**config.mk**
```make
export PLATFORM = sky130hd
export DESIGN_NAME = id_ex_stage_flat
export DESIGN_NICKNAME = d
export VERILOG_FILES = /design/src/rtl/cpu_pkg.sv /design/src/rtl/id_ex_stage_if.sv /design/src/rtl/hazard_fwd_unit.sv /design/src/rtl/id_ex_stage.sv /design/src/flat_wrapper.sv
export SDC_FILE = /design/constraint.sdc
export NUM_CORES = 1
export LEC_CHECK = 0
export CAP_MARGIN = 25
export CORE_UTILIZATION = 35
export CTS_CLUSTER_DIAMETER = 50
export CTS_CLUSTER_SIZE = 28
export DETAILED_ROUTE_END_ITERATION = 12
export PLACE_DENSITY = 0.78
export SLEW_MARGIN = 20
export SYNTH_ARGS = -nofsm -noshare
export SYNTH_HDL_FRONTEND = slang
export SYNTH_HIERARCHICAL = 1
export SYNTH_SLANG_ARGS = --single-unit
```
**constraint.sdc**
```tcl
create_clock -name clk -period 7.4 [get_ports clk]
set_input_delay 1.48 -clock clk [delete_from_list [all_inputs] [get_ports clk]]
set_output_delay 1.48 -clock clk [all_outputs]
set_load 0.05 [all_outputs]
```
**src/rtl/cpu_pkg.sv**
```systemverilog
// Shared definitions for the 16-bit five-stage CPU: opcodes, forward-select
// encodings, the ID/EX halt FSM state type and a register-match helper.
package cpu_pkg;

  localparam int DATA_W = 16;
  localparam int REG_W  = 4;

  localparam logic [3:0] OP_ADD = 4'h0;
  localparam logic [3:0] OP_SUB = 4'h1;
  localparam logic [3:0] OP_AND = 4'h2;
  localparam logic [3:0] OP_OR  = 4'h3;
  localparam logic [3:0] OP_LW  = 4'h8;
  localparam logic [3:0] OP_SW  = 4'h9;
  localparam logic [3:0] OP_LB  = 4'hA;
  localparam logic [3:0] OP_BR  = 4'hC;
  localparam logic [3:0] OP_HLT = 4'hF;

  localparam logic [2:0] FWD_NONE = 3'b000;
  localparam logic [2:0] FWD_WB   = 3'b001;
  localparam logic [2:0] FWD_MEM  = 3'b010;

  typedef enum logic {
    RUN  = 1'b0,
    HALT = 1'b1
  } state_t;

  // A source depends on a writer only if it is actually read and the writer
  // targets a real register; r0 is hardwired and never a dependency.
  function automatic logic src_match(input logic             used,
                                     input logic [REG_W-1:0] src,
                                     input logic [REG_W-1:0] dst);
    return used && (dst != '0) && (src == dst);
  endfunction

endpackage

```
**src/rtl/id_ex_stage_if.sv**
```systemverilog
// ID/EX stage bundle: decode-side inputs, downstream writer info and the
// registered EX-side outputs. master = ID/pipeline side, slave = id_ex_stage.
interface id_ex_stage_if;
  import cpu_pkg::*;

  logic [DATA_W-1:0] instr_ID, RegData1_ID, RegData2_ID, pcs_ID;
  logic [REG_W-1:0]  rs_ID, rt_ID, rd_ID;
  logic              rs_used_ID, rt_used_ID;
  logic              valid_ID, RegWrite_ID, MemRead_ID, MemWrite_ID;
  logic              MemToReg_ID, LdByte_ID, MemOp_ID, Halt_ID;
  logic [REG_W-1:0]  rd_MEM, rd_WB;
  logic              RegWrite_MEM, RegWrite_WB;
  logic              flush, stall_ext;

  logic [DATA_W-1:0] instr_EX, RegData1_EX, RegData2_EX, pcs_EX;
  logic [REG_W-1:0]  rd_EX;
  logic              valid_EX, RegWrite_EX, MemRead_EX, MemWrite_EX;
  logic              MemToReg_EX, LdByte_EX, MemOp_EX;
  logic [2:0]        ForwardA, ForwardB;
  logic              stall_ID, halted;

  modport master (
    output instr_ID, RegData1_ID, RegData2_ID, pcs_ID, rs_ID, rt_ID, rd_ID,
           rs_used_ID, rt_used_ID, valid_ID, RegWrite_ID, MemRead_ID,
           MemWrite_ID, MemToReg_ID, LdByte_ID, MemOp_ID, Halt_ID,
           rd_MEM, rd_WB, RegWrite_MEM, RegWrite_WB, flush, stall_ext,
    input  instr_EX, RegData1_EX, RegData2_EX, pcs_EX, rd_EX, valid_EX,
           RegWrite_EX, MemRead_EX, MemWrite_EX, MemToReg_EX, LdByte_EX,
           MemOp_EX, ForwardA, ForwardB, stall_ID, halted
  );

  modport slave (
    input  instr_ID, RegData1_ID, RegData2_ID, pcs_ID, rs_ID, rt_ID, rd_ID,
           rs_used_ID, rt_used_ID, valid_ID, RegWrite_ID, MemRead_ID,
           MemWrite_ID, MemToReg_ID, LdByte_ID, MemOp_ID, Halt_ID,
           rd_MEM, rd_WB, RegWrite_MEM, RegWrite_WB, flush, stall_ext,
    output instr_EX, RegData1_EX, RegData2_EX, pcs_EX, rd_EX, valid_EX,
           RegWrite_EX, MemRead_EX, MemWrite_EX, MemToReg_EX, LdByte_EX,
           MemOp_EX, ForwardA, ForwardB, stall_ID, halted
  );

endinterface

```
**src/rtl/hazard_fwd_unit.sv**
```systemverilog
// Combinational hazard detection and ForwardA/ForwardB select generation.
// Build option ID_EX_FWD_EN: defined = forwarding with load-use-only stalls;
// undefined = no forwarding, stall on any EX or MEM writer dependency.
module hazard_fwd_unit
  import cpu_pkg::*;
(
  input  logic [REG_W-1:0] rs_ID,
  input  logic [REG_W-1:0] rt_ID,
  input  logic             rs_used_ID,
  input  logic             rt_used_ID,
  input  logic             valid_EX,
  input  logic             RegWrite_EX,
  input  logic             MemRead_EX,
  input  logic [REG_W-1:0] rd_EX,
  input  logic [REG_W-1:0] rs_EX,
  input  logic [REG_W-1:0] rt_EX,
  input  logic [REG_W-1:0] rd_MEM,
  input  logic             RegWrite_MEM,
  input  logic [REG_W-1:0] rd_WB,
  input  logic             RegWrite_WB,
  output logic             hazard,
  output logic [2:0]       fwd_a,
  output logic [2:0]       fwd_b
);

`ifdef ID_EX_FWD_EN
  logic ex_is_load;

  // Only a load in EX cannot be covered by forwarding: its data arrives too late.
  assign ex_is_load = valid_EX & MemRead_EX & RegWrite_EX;
  assign hazard     = ex_is_load & (src_match(rs_used_ID, rs_ID, rd_EX) |
                                    src_match(rt_used_ID, rt_ID, rd_EX));

  // Pick the youngest producer per operand: MEM beats WB, all gated by a live EX slot.
  always_comb begin
    fwd_a = FWD_NONE;
    fwd_b = FWD_NONE;
    if (valid_EX) begin
      if (RegWrite_MEM && src_match(1'b1, rs_EX, rd_MEM))     fwd_a = FWD_MEM;
      else if (RegWrite_WB && src_match(1'b1, rs_EX, rd_WB))  fwd_a = FWD_WB;
      if (RegWrite_MEM && src_match(1'b1, rt_EX, rd_MEM))     fwd_b = FWD_MEM;
      else if (RegWrite_WB && src_match(1'b1, rt_EX, rd_WB))  fwd_b = FWD_WB;
    end
  end
`else
  logic ex_hit, mem_hit;
  logic unused_fwd_inputs;

  // Without bypass paths any in-flight writer ahead of WB must drain first;
  // the register file write-through covers the WB case.
  assign ex_hit  = valid_EX & RegWrite_EX &
                   (src_match(rs_used_ID, rs_ID, rd_EX) | src_match(rt_used_ID, rt_ID, rd_EX));
  assign mem_hit = RegWrite_MEM &
                   (src_match(rs_used_ID, rs_ID, rd_MEM) | src_match(rt_used_ID, rt_ID, rd_MEM));
  assign hazard  = ex_hit | mem_hit;
  assign fwd_a   = FWD_NONE;
  assign fwd_b   = FWD_NONE;

  assign unused_fwd_inputs = ^{rs_EX, rt_EX, rd_WB, RegWrite_WB, MemRead_EX};
`endif

endmodule

```
**src/rtl/id_ex_stage.sv**
```systemverilog
// ID/EX pipeline register with hazard stall/bubble insertion, forward select
// outputs and the sticky RUN/HALT state. Build option ID_EX_FWD_EN selects
// forwarding (see hazard_fwd_unit).
//
// state | meaning
// RUN   | normal operation, loads ID into EX unless flushed or stalled
// HALT  | HLT reached EX; ID held, bubbles only, left only by rst
module id_ex_stage
  import cpu_pkg::*;
(
  input  logic          clk,
  input  logic          rst,
  id_ex_stage_if.slave  bus
);

  state_t           state_q, state_d;
  logic             hazard, in_halt, bubble, halt_load;
  logic [REG_W-1:0] rs_EX, rt_EX;

  hazard_fwd_unit u_hazard_fwd (
    .rs_ID        (bus.rs_ID),
    .rt_ID        (bus.rt_ID),
    .rs_used_ID   (bus.rs_used_ID),
    .rt_used_ID   (bus.rt_used_ID),
    .valid_EX     (bus.valid_EX),
    .RegWrite_EX  (bus.RegWrite_EX),
    .MemRead_EX   (bus.MemRead_EX),
    .rd_EX        (bus.rd_EX),
    .rs_EX        (rs_EX),
    .rt_EX        (rt_EX),
    .rd_MEM       (bus.rd_MEM),
    .RegWrite_MEM (bus.RegWrite_MEM),
    .rd_WB        (bus.rd_WB),
    .RegWrite_WB  (bus.RegWrite_WB),
    .hazard       (hazard),
    .fwd_a        (bus.ForwardA),
    .fwd_b        (bus.ForwardB)
  );

  // A flushed ID instruction is squashed, so flush also turns the load into a bubble.
  assign bubble    = bus.flush | hazard | in_halt;
  assign halt_load = ~bus.stall_ext & ~bubble & bus.valid_ID & bus.Halt_ID;

  // A taken branch overrides the hazard stall so the fetch redirect can proceed.
  assign bus.stall_ID = ~rst & ~bus.flush & (hazard | in_halt);
  assign bus.halted   = in_halt;

  // Halt state register
  always_ff @(posedge clk or posedge rst) begin
    if (rst) state_q <= RUN;
    else     state_q <= state_d;
  end

  // Next state: enter HALT when a live HLT actually lands in EX; HALT is sticky
  always_comb begin
    state_d = state_q;
    case (state_q)
      RUN:     if (halt_load) state_d = HALT;
      HALT:    state_d = HALT;
      default: state_d = RUN;
    endcase
  end

  // FSM outputs
  always_comb begin
    in_halt = 1'b0;
    case (state_q)
      HALT:    in_halt = 1'b1;
      default: in_halt = 1'b0;
    endcase
  end

  // Control fields: cleared on a bubble so nothing downstream acts on it
  always_ff @(posedge clk or posedge rst) begin
    if (rst) begin
      bus.valid_EX    <= 1'b0;
      bus.RegWrite_EX <= 1'b0;
      bus.MemRead_EX  <= 1'b0;
      bus.MemWrite_EX <= 1'b0;
      bus.MemToReg_EX <= 1'b0;
      bus.LdByte_EX   <= 1'b0;
      bus.MemOp_EX    <= 1'b0;
    end else if (!bus.stall_ext) begin
      if (bubble) begin
        bus.valid_EX    <= 1'b0;
        bus.RegWrite_EX <= 1'b0;
        bus.MemRead_EX  <= 1'b0;
        bus.MemWrite_EX <= 1'b0;
        bus.MemToReg_EX <= 1'b0;
        bus.LdByte_EX   <= 1'b0;
        bus.MemOp_EX    <= 1'b0;
      end else begin
        bus.valid_EX    <= bus.valid_ID;
        bus.RegWrite_EX <= bus.RegWrite_ID;
        bus.MemRead_EX  <= bus.MemRead_ID;
        bus.MemWrite_EX <= bus.MemWrite_ID;
        bus.MemToReg_EX <= bus.MemToReg_ID;
        bus.LdByte_EX   <= bus.LdByte_ID;
        bus.MemOp_EX    <= bus.MemOp_ID;
      end
    end
  end

  // Data fields and register indices: load on a real issue, otherwise hold
  always_ff @(posedge clk or posedge rst) begin
    if (rst) begin
      bus.instr_EX    <= '0;
      bus.RegData1_EX <= '0;
      bus.RegData2_EX <= '0;
      bus.pcs_EX      <= '0;
      bus.rd_EX       <= '0;
      rs_EX           <= '0;
      rt_EX           <= '0;
    end else if (!bus.stall_ext && !bubble) begin
      bus.instr_EX    <= bus.instr_ID;
      bus.RegData1_EX <= bus.RegData1_ID;
      bus.RegData2_EX <= bus.RegData2_ID;
      bus.pcs_EX      <= bus.pcs_ID;
      bus.rd_EX       <= bus.rd_ID;
      rs_EX           <= bus.rs_ID;
      rt_EX           <= bus.rt_ID;
    end
  end

endmodule

```
**src/flat_wrapper.sv**
```systemverilog
// flat-port wrapper written by rule: the top's interface ports become plain ports
module id_ex_stage_flat import cpu_pkg::*;
  (clk, rst, bus_instr_ID, bus_RegData1_ID, bus_RegData2_ID, bus_pcs_ID, bus_rs_ID, bus_rt_ID, bus_rd_ID, bus_rs_used_ID, bus_rt_used_ID, bus_valid_ID, bus_RegWrite_ID, bus_MemRead_ID, bus_MemWrite_ID, bus_MemToReg_ID, bus_LdByte_ID, bus_MemOp_ID, bus_Halt_ID, bus_rd_MEM, bus_rd_WB, bus_RegWrite_MEM, bus_RegWrite_WB, bus_flush, bus_stall_ext, bus_instr_EX, bus_RegData1_EX, bus_RegData2_EX, bus_pcs_EX, bus_rd_EX, bus_valid_EX, bus_RegWrite_EX, bus_MemRead_EX, bus_MemWrite_EX, bus_MemToReg_EX, bus_LdByte_EX, bus_MemOp_EX, bus_ForwardA, bus_ForwardB, bus_stall_ID, bus_halted);
  id_ex_stage_if bus_i ();
  input  logic clk;
  input  logic rst;
  input wire logic [$bits(bus_i.instr_ID)-1:0] bus_instr_ID;
  input wire logic [$bits(bus_i.RegData1_ID)-1:0] bus_RegData1_ID;
  input wire logic [$bits(bus_i.RegData2_ID)-1:0] bus_RegData2_ID;
  input wire logic [$bits(bus_i.pcs_ID)-1:0] bus_pcs_ID;
  input wire logic [$bits(bus_i.rs_ID)-1:0] bus_rs_ID;
  input wire logic [$bits(bus_i.rt_ID)-1:0] bus_rt_ID;
  input wire logic [$bits(bus_i.rd_ID)-1:0] bus_rd_ID;
  input wire logic [$bits(bus_i.rs_used_ID)-1:0] bus_rs_used_ID;
  input wire logic [$bits(bus_i.rt_used_ID)-1:0] bus_rt_used_ID;
  input wire logic [$bits(bus_i.valid_ID)-1:0] bus_valid_ID;
  input wire logic [$bits(bus_i.RegWrite_ID)-1:0] bus_RegWrite_ID;
  input wire logic [$bits(bus_i.MemRead_ID)-1:0] bus_MemRead_ID;
  input wire logic [$bits(bus_i.MemWrite_ID)-1:0] bus_MemWrite_ID;
  input wire logic [$bits(bus_i.MemToReg_ID)-1:0] bus_MemToReg_ID;
  input wire logic [$bits(bus_i.LdByte_ID)-1:0] bus_LdByte_ID;
  input wire logic [$bits(bus_i.MemOp_ID)-1:0] bus_MemOp_ID;
  input wire logic [$bits(bus_i.Halt_ID)-1:0] bus_Halt_ID;
  input wire logic [$bits(bus_i.rd_MEM)-1:0] bus_rd_MEM;
  input wire logic [$bits(bus_i.rd_WB)-1:0] bus_rd_WB;
  input wire logic [$bits(bus_i.RegWrite_MEM)-1:0] bus_RegWrite_MEM;
  input wire logic [$bits(bus_i.RegWrite_WB)-1:0] bus_RegWrite_WB;
  input wire logic [$bits(bus_i.flush)-1:0] bus_flush;
  input wire logic [$bits(bus_i.stall_ext)-1:0] bus_stall_ext;
  output wire logic [$bits(bus_i.instr_EX)-1:0] bus_instr_EX;
  output wire logic [$bits(bus_i.RegData1_EX)-1:0] bus_RegData1_EX;
  output wire logic [$bits(bus_i.RegData2_EX)-1:0] bus_RegData2_EX;
  output wire logic [$bits(bus_i.pcs_EX)-1:0] bus_pcs_EX;
  output wire logic [$bits(bus_i.rd_EX)-1:0] bus_rd_EX;
  output wire logic [$bits(bus_i.valid_EX)-1:0] bus_valid_EX;
  output wire logic [$bits(bus_i.RegWrite_EX)-1:0] bus_RegWrite_EX;
  output wire logic [$bits(bus_i.MemRead_EX)-1:0] bus_MemRead_EX;
  output wire logic [$bits(bus_i.MemWrite_EX)-1:0] bus_MemWrite_EX;
  output wire logic [$bits(bus_i.MemToReg_EX)-1:0] bus_MemToReg_EX;
  output wire logic [$bits(bus_i.LdByte_EX)-1:0] bus_LdByte_EX;
  output wire logic [$bits(bus_i.MemOp_EX)-1:0] bus_MemOp_EX;
  output wire logic [$bits(bus_i.ForwardA)-1:0] bus_ForwardA;
  output wire logic [$bits(bus_i.ForwardB)-1:0] bus_ForwardB;
  output wire logic [$bits(bus_i.stall_ID)-1:0] bus_stall_ID;
  output wire logic [$bits(bus_i.halted)-1:0] bus_halted;
  assign bus_i.instr_ID = bus_instr_ID;
  assign bus_i.RegData1_ID = bus_RegData1_ID;
  assign bus_i.RegData2_ID = bus_RegData2_ID;
  assign bus_i.pcs_ID = bus_pcs_ID;
  assign bus_i.rs_ID = bus_rs_ID;
  assign bus_i.rt_ID = bus_rt_ID;
  assign bus_i.rd_ID = bus_rd_ID;
  assign bus_i.rs_used_ID = bus_rs_used_ID;
  assign bus_i.rt_used_ID = bus_rt_used_ID;
  assign bus_i.valid_ID = bus_valid_ID;
  assign bus_i.RegWrite_ID = bus_RegWrite_ID;
  assign bus_i.MemRead_ID = bus_MemRead_ID;
  assign bus_i.MemWrite_ID = bus_MemWrite_ID;
  assign bus_i.MemToReg_ID = bus_MemToReg_ID;
  assign bus_i.LdByte_ID = bus_LdByte_ID;
  assign bus_i.MemOp_ID = bus_MemOp_ID;
  assign bus_i.Halt_ID = bus_Halt_ID;
  assign bus_i.rd_MEM = bus_rd_MEM;
  assign bus_i.rd_WB = bus_rd_WB;
  assign bus_i.RegWrite_MEM = bus_RegWrite_MEM;
  assign bus_i.RegWrite_WB = bus_RegWrite_WB;
  assign bus_i.flush = bus_flush;
  assign bus_i.stall_ext = bus_stall_ext;
  assign bus_instr_EX = bus_i.instr_EX;
  assign bus_RegData1_EX = bus_i.RegData1_EX;
  assign bus_RegData2_EX = bus_i.RegData2_EX;
  assign bus_pcs_EX = bus_i.pcs_EX;
  assign bus_rd_EX = bus_i.rd_EX;
  assign bus_valid_EX = bus_i.valid_EX;
  assign bus_RegWrite_EX = bus_i.RegWrite_EX;
  assign bus_MemRead_EX = bus_i.MemRead_EX;
  assign bus_MemWrite_EX = bus_i.MemWrite_EX;
  assign bus_MemToReg_EX = bus_i.MemToReg_EX;
  assign bus_LdByte_EX = bus_i.LdByte_EX;
  assign bus_MemOp_EX = bus_i.MemOp_EX;
  assign bus_ForwardA = bus_i.ForwardA;
  assign bus_ForwardB = bus_i.ForwardB;
  assign bus_stall_ID = bus_i.stall_ID;
  assign bus_halted = bus_i.halted;
  id_ex_stage u_core (.clk(clk), .rst(rst), .bus(bus_i));
endmodule
```
---- Word level (Yosys, flattened, before mapping) ----
Index checks and enable logic that the tools add are counted.
storage, ports and cells
  bits of input ports ..................... 100
  output and inout port bits .............. 83
  logic and storage cells ................. 59
  register bits ........................... 76
cells by class
  bitwise gates (word level) .............. 19
  mux-type cells .......................... 10
  reduce and logical (&&, ||, !) cells .... 13
  equality and inequality tests ........... 4
operators with widths
  kind                                count
  equality test 4 bit                 4
  logical AND 1 bit                   9
  2-to-1 mux 1 bit                    9
  bitwise AND 1 bit                   8
  nonzero test 4 bit                  2
  OR 1 bit                            6
  inverter 1 bit                      5
  zero test 1 bit                     2
  one-hot mux 1 bit (2 select lines)  1

---- Longest topological paths before layout ----
Gate-level depths: netlist (run 1).
  depth after elaboration ................. 14
  gate-level depth with buffers ........... 9
  depth with buffers taken out ............ 7

---- Cells and area by module ----
The synthesis (run 1) kept the hierarchy.
by module, submodules not included
  module           area an instance (µm²)  sequential area each (µm²)  times used  cells each
  id_ex_stage      3185.6                  2102.0                      1           190
  hazard_fwd_unit  259.0                   0.0                         1           35

---- Least setup slack after synthesis (run 1) ----
OpenSTA, ideal clock, no wires.
  path type ............................... input to output
  start ................................... input bus_rt_ID[1]
  end ..................................... output bus_stall_ID
  path slack .............................. 2497 ps
  arrival ................................. 3423 ps
  stages .................................. 6
  data required time ...................... 5920 ps
  path through ............................ xor2_1 -> nor4_1 -> a31oi_1 -> o22ai_1 -> nor2_1 -> nor3_1
between the ends
  word-level cells in the longest chain between the ends .. 7
  elaborated cells on any way between the ends .. 11
  classes of those cells .................. eq/ne: 2; bitwise: 7; reduce/logical: 2
RTL lines
  item                                         RTL line                                      source
  start, declared                              flat_wrapper.sv:12                            input wire logic [$bits(bus_i.rt_ID)-1:0] bus_rt_ID;
  equality test 4 bit                          cpu_pkg.sv:32                                 return used && (dst != '0) && (src == dst);
  logical AND 1 bit                            cpu_pkg.sv:32
  OR 1 bit, on equally long branches           hazard_fwd_unit.sv:52, hazard_fwd_unit.sv:54
  bitwise AND 1 bit, on equally long branches  hazard_fwd_unit.sv:51, hazard_fwd_unit.sv:53
  OR 1 bit *                                   hazard_fwd_unit.sv:55                         assign hazard = ex_hit | mem_hit;
  named net u_core.hazard                      id_ex_stage.sv:17                             logic hazard, in_halt, bubble, halt_load;
  OR 1 bit *                                   id_ex_stage.sv:45                             assign bus.stall_ID = ~rst & ~bus.flush & (hazard | in_halt);
  bitwise AND 1 bit *                          id_ex_stage.sv:45
  end, declared                                flat_wrapper.sv:44                            output wire logic [$bits(bus_i.stall_ID)-1:0] bus_stall_ID;
The timed path passes the listed nets; every way through them passes the cells marked *.

---- Worst setup path after layout (run 1) ----
Ends and elaborated chain as after synthesis.

==> impl_results.md, run 1 <==
* Number of standard cells in the layout, taps in and fillers out at roughly 500
* Syn Area/Cell at 15.1 sq um
* Total clock buffers created by CTS at 9
* HPWL after detailed placement at about 5.8 mm
* Total via count after detailed routing at approximately 2300
* Detailed-route wire length at 7.79 mm
* Initial core utilization at 0.362
* Nature of the critical path startpoint: input port
* H-tree depth at 3
* Slew margin rel. at 0.378
* Highest ir drop seen on vdd at 0.000254 V
* Die area at about 9400 sq um
* DIE HEIGHT at 96.9 microns
* Final total negative setup slack at 0 ps
* PnR Total Power at between 2 and 2.5 mW
* Global router's overall resource usage at 0.171
* Clock tree from TritonCTS: built
* Die Span X at about 97 microns
* Area used by sequential logic in the layout at 1900 sq um
* First-pass GRT wire length at 12.6 mm
* Clock sink count at 76
* Cell area after synthesis at between 3000 and 4000 sq um
* Number of instances in the synthesized netlist at 209
* Number of port buffers at approximately 170
* Hold Path Class: reg -> reg
* Required time at the worst-slack endpoint at between 5000 and 6000 ps
* I/O pins at 183
* Wire per inst at around 16 microns
* DRC violation total after the first TritonRoute iteration at 33
* Fmax at 179 MHz
* Fraction of final layout cells with drive strength greater than 1 at 0.131
* Core Footprint at a little under 9000 sq um
* Final core utilization at 0.590
* CTS clock-pin slew for the worst setup and hold paths at 80 ps
* Arrival time of the worst setup path at between 4000 and 5000 ps
* Setup repair after global routing missed its margin: no
* Core Rows at 34
* Cell with the biggest individual delay on the critical path: clkdlybuf4s50_1
* Final-layout worst hold slack at about 500 ps
* Leakage power at approximately 2.1 nW
* Number of global-route vias before repair at ~2500
* Worst-skew pair later-pin latency at approximately 350 ps
* Crit path time final at around 5600 ps
* Synth-to-layout area growth at 63.1%
* Critical path capture point type: primary output
* Post CTS Setup Buffer Count at 0
* Combined area of the multi-input logic cells at approximately 1200 sq um
* Fillers at ~740
* Post-cts resize count at 0
* Residual DRC count at 0
* Remaining antenna violation count after routing at 0
* Number of nets in the final layout at ~480
* Initial antenna violation count at 0
* Gr ovfl total at 0
* Length of the first detailed-routing pass in iterations at 4
* Status: finished clean
* Type of the setup path with the least slack: in -> out
* Final number of hold-violating endpoints at 0
* Period Utilization, post-route at 0.755
* Total power per unit cell area at roughly 460 nW/um^2
* Maximum fanout along the worst path at 4
* GPL Wtd Cong at a little over 0.8
* Number of vias per cell at ~4.7
* Final Max Slew Viols at 0
* Largest net degree at the start of global routing at 62
* Worst path max stage delay at 850 ps
* Final setup violating endpoints at 0
* Diodes inserted at 0
* Count of warnings emitted by yosys at 6
* Placed Instances at about 480
* CP cell instances: clkdlybuf4s50_1, xor2_1, nor4_1, a31oi_1, o22ai_1, nor2_1, nor3_1, clkdlybuf4s50_1
* Max-cap violation count at 0
* Worst-margin pin slew at a little over 900 ps
* Buffer levels on the longest clock path at 2
* Root buffer cell: clkbuf_8
* Most frequent cell on the critical path: clkdlybuf4s50_1
* Final Skew at between 10 and 15 ps
* Hold_buf cts at 0
-- final timing paths --
check | startpoint | end | slack (ps) | depth (start not counted)
max in group asynchronous | rst | u_core/bus.instr_EX[6] | 4880 | 3
worst max register to register | u_core/bus.rd_EX[0] | u_core/bus.RegData1_EX[13] | 4820 | 6
worst min register to register | u_core/bus.pcs_EX[12] | u_core/bus.pcs_EX[12] | 490 | 1
min in group asynchronous | rst | u_core/bus.RegData1_EX[10] | 1450 | 2
worst max-delay path | bus_rt_ID[1] | bus_stall_ID | 1810 | 8
worst min-delay path | u_core/bus.pcs_EX[12] | u_core/bus.pcs_EX[12] | 490 | 1
-- layout by cell type, fill, tap and decap left out, types with 3 or more instances in the layout --
cell and instances:
a22o_1 7, buf_4 3, clkbuf_8 9, clkdlybuf4s50_1 171
conb_1 6, dfrtp_1 76, mux2_1 38, mux2_2 30
nor2b_1 7, nor3_1 4, xnor2_1 4, xor2_1 12
-- area by class of cell --
type | count | area share
sequential | 76 | 0.370
timing repair buffer | 174 | 0.337
multi-input combinational | 122 | 0.224
tap | 108 | 0.0263
clock buffer | 10 | 0.0248
clock inverter | 6 | 0.0173
inverter | 1 | 0.000973
-- through the flow --
step,cell area [sq um],setup slack [ps]
2_1_floorplan,3170,2500
3_3_place_gp,4930,1890
3_5_place_dp,4930,1830
4_1_cts,5140,1770
5_1_grt,5140,1670
6_report,5140,1810
-- registers in the layout, indices dropped and copies added, names as in the netlist --
signal and cells:
u_core/bus.LdByte_EX 1, u_core/bus.MemOp_EX 1, u_core/bus.MemRead_EX 1, u_core/bus.MemToReg_EX 1, u_core/bus.MemWrite_EX 1, u_core/bus.RegData1_EX 16
u_core/bus.RegData2_EX 16, u_core/bus.RegWrite_EX 1, u_core/bus.instr_EX 16, u_core/bus.pcs_EX 16, u_core/bus.rd_EX 4, u_core/bus.valid_EX 1
u_core/state_q 1
-- where the power goes --
part / switching (mW) / internal [mW]
logic: 0.835 / 0.470
clock network: 0.155 / 0.190
registers: 0.101 / 0.598
total: 1.09 / 1.26
-- routing by layer --
layer / wire [microns] / vias to the layer above / GRT usage
met5: 0 / - / 0
met4: 121 / 0 / 0.0712
met3: 588 / 10 / 0.0614
met2: 4040 / 94 / 0.298
met1: 3040 / 1141 / 0.188
li1: - / 1069 / -
-- worst max-delay path, delay by kind of cell --
| kind | cells | cell delay [ps] |
|---|---|---|
| buffers and inverters | 2 | 1310 |
| AND/OR/NAND/NOR | 3 | 610 |
| AO/OA/AOI/OAI | 2 | 540 |
| XOR/XNOR | 1 | 160 |
No activity file was read; power rests on OpenSTA's default activity.
==> inputs of run 2 (changes only) <==
==> constraint.sdc (replaced) <==
create_clock -name clk -period 5.65 [get_ports clk]
set_input_delay 1.13 -clock clk [delete_from_list [all_inputs] [get_ports clk]]
set_output_delay 1.13 -clock clk [all_outputs]
set_load 0.05 [all_outputs]
==> impl_results.md, run 2 (same netlist as run 1, synthesis figures left out) <==
* Maximum fanout along the worst path at 4 (unchanged)
* Hold_buf cts at 0 (unchanged)
* Worst-margin pin slew at 845 ps (-80.9 ps)
* Residual DRC count at 0 (unchanged)
* Detail Route met3 WL at 536 microns (-8.8%)
* Commonest non-fill, non-tap cell in the layout: clkdlybuf4s50_1
* Required time at the worst-slack endpoint at 4520 ps (-1400 ps)
* Cell with the biggest individual delay on the critical path: clkdlybuf4s50_1
* Number of global-route vias before repair at 2558 (+2.0%)
* Area used by sequential logic in the layout at 1900 sq um (unchanged)
* Fmax at just over 200 MHz
* Final total negative setup slack at 0 ps (unchanged)
* Initial antenna violation count at 0 (unchanged)
* Final number of hold-violating endpoints at 0 (unchanged)
* Final setup violating endpoints at 0 (unchanged)
* Status: finished clean
* First-pass GRT wire length at 13.0 mm (+2.6%)
* Global router's overall resource usage at 0.175 (+0.00374)
* Length of the first detailed-routing pass in iterations at 4 (unchanged)
* Worst path max stage delay at 840 ps (about the same)
* HPWL after detailed placement at 5.94 mm (+2.2%)
* Synth-to-layout area growth at 62.9%
* Total power per unit cell area at 592 nW/um^2 (+30%)
* Root buffer cell: clkbuf_8
* Remaining antenna violation count after routing at 0 (unchanged)
* PnR Total Power at 3.04 mW (+30%)
* Cell family with most CP delay: buffers and inverters
* Initial core utilization at 0.362 (unchanged)
* Diodes inserted at 0 (unchanged)
* CTS clock-pin slew for the worst setup and hold paths at 70 ps (about the same)
* Slew margin rel. at 0.433 (+0.0544)
* Clock sink count at 76 (unchanged)
* I/O pins at 183 (unchanged)
* Core Footprint at 8720 sq um (unchanged)
* Post-cts resize count at 0 (unchanged)
* Clock tree from TritonCTS: built
* CP cell instances: clkdlybuf4s50_1, xor2_1, nor4_1, a31oi_1, o22ai_1, nor2_1, nor3_1, clkdlybuf4s50_1
* Wire per inst at 15.8 microns (+0.66%)
* Core Rows at 34 (unchanged)
* Final Max Slew Viols at 0 (unchanged)
* Fillers at 692 (-7.0%)
* Fraction of final layout cells with drive strength greater than 1 at 0.133 (+0.00223)
* Die Span X at 96.9 microns (unchanged)
* Final Skew at 10.3 ps (-0.152 ps)
* DRC violation total after the first TritonRoute iteration at 84 (+150%)
* Worst-skew pair later-pin latency at 340 ps (about the same)
* GPL Wtd Cong at 0.796 (-1.9%)
* Highest ir drop seen on vdd at 0.000320 V (+26%)
* Max-cap violation count at 0 (unchanged)
* Largest net degree at the start of global routing at 44 (-29%)
* Top layer reached by signal wires: met4
* Detailed-route wire length at 7.85 mm (+0.86%)
* Period Utilization, post-route at 0.878
* Setup repair after global routing missed its margin: no
* WL met1 at 3.13 mm (+2.9%)
* Total via count after detailed routing at 2333 (+0.82%)
* Hold Path Class: reg -> reg
* H-tree depth at 3 (unchanged)
* Worst path bufs/invs at 2 (unchanged)
* Critical path capture point type: primary output
* Total clock buffers created by CTS at 9 (unchanged)
* Type of the setup path with the least slack: in -> out
* Nature of the critical path startpoint: input port
* Number of nets in the final layout at 485 (+0.21%)
* Buffer levels on the longest clock path at 2 (unchanged)
* Number of vias per cell at 4.68 (+0.62%)
* Leakage power at 2.08 nW (-0.25%)
* Die area at 9400 sq um (unchanged)
* Area of placed instances at 4930 sq um (+0.15%)
* Final-layout worst hold slack at 490 ps (+2.84 ps)
* Post CTS Setup Buffer Count at 0 (unchanged)
* Crit path time final at around 5000 ps
* DIE HEIGHT at 96.9 microns (unchanged)
* Gr ovfl total at 0 (unchanged)
* Most frequent cell on the critical path: clkdlybuf4s50_1
* Post-route design area at 5140 sq um (-0.12%)
* Combined area of the multi-input logic cells at 1150 sq um (unchanged)
* Number of port buffers at 171 (unchanged)
* Commonest cells after routing, fill and taps aside: 171 x clkdlybuf4s50_1, 76 x dfrtp_1, 38 x mux2_1
* Routed met2 length at 4.10 mm (+1.7%)
* Arrival time of the worst setup path at 3830 ps (-280 ps)
## run 2: final cells by class
class                   instances  area share
multi-input cells             122       0.224
clock buffers                  11      0.0275
inverters                       1    0.000974
well taps                     108      0.0263
flip-flops and latches         76       0.370
clock inverters                 5      0.0119
repair buffers                175       0.339
## run 2: worst reg2reg max path: cells and delay by family (launching register included)
kind / cells / cell delay (ps)
buf+inv: 1 / 380
simple gates: 3 / 990
mux: 1 / 410
flops: 1 / 450
compound gates: 1 / 200
## run 2: through the flow
step,util,instances,setup slack (ps)
CTS,0.589,498,740
detailed placement,0.566,482,762
global route,0.589,498,539
global placement,0.566,482,842
floorplan,-,214,1450
finish,0.589,498,692
## run 2: worst paths after layout
check / cells past startpoint / start / end / slack (ps)
setup / recovery: 8 / bus_rt_ID[1] / bus_stall_ID / 690
hold / removal: 1 / u_core/bus.pcs_EX[4] / u_core/bus.pcs_EX[4] / 490
setup reg to reg: 6 / u_core/bus.rd_EX[0] / u_core/bus.RegData2_EX[15] / 3120
hold reg to reg: 1 / u_core/bus.pcs_EX[4] / u_core/bus.pcs_EX[4] / 490
max in group asynchronous: 3 / rst / u_core/bus.RegData2_EX[14] / 3480
min in group asynchronous: 2 / rst / u_core/bus.RegData1_EX[10] / 1200
## run 2: metal layers
metal,track usage,up-vias
met1,0.212,1146
met5,0,-
li1,-,1079
met3,0.0556,8
met4,0.0551,0
met2,0.294,100
## run 2: where the power goes
part | switching [mW] | internal [mW] | total, mW
clock network | 0.201 | 0.217 | 0.418
registers | 0.136 | 0.783 | 0.918
logic | 1.09 | 0.616 | 1.71
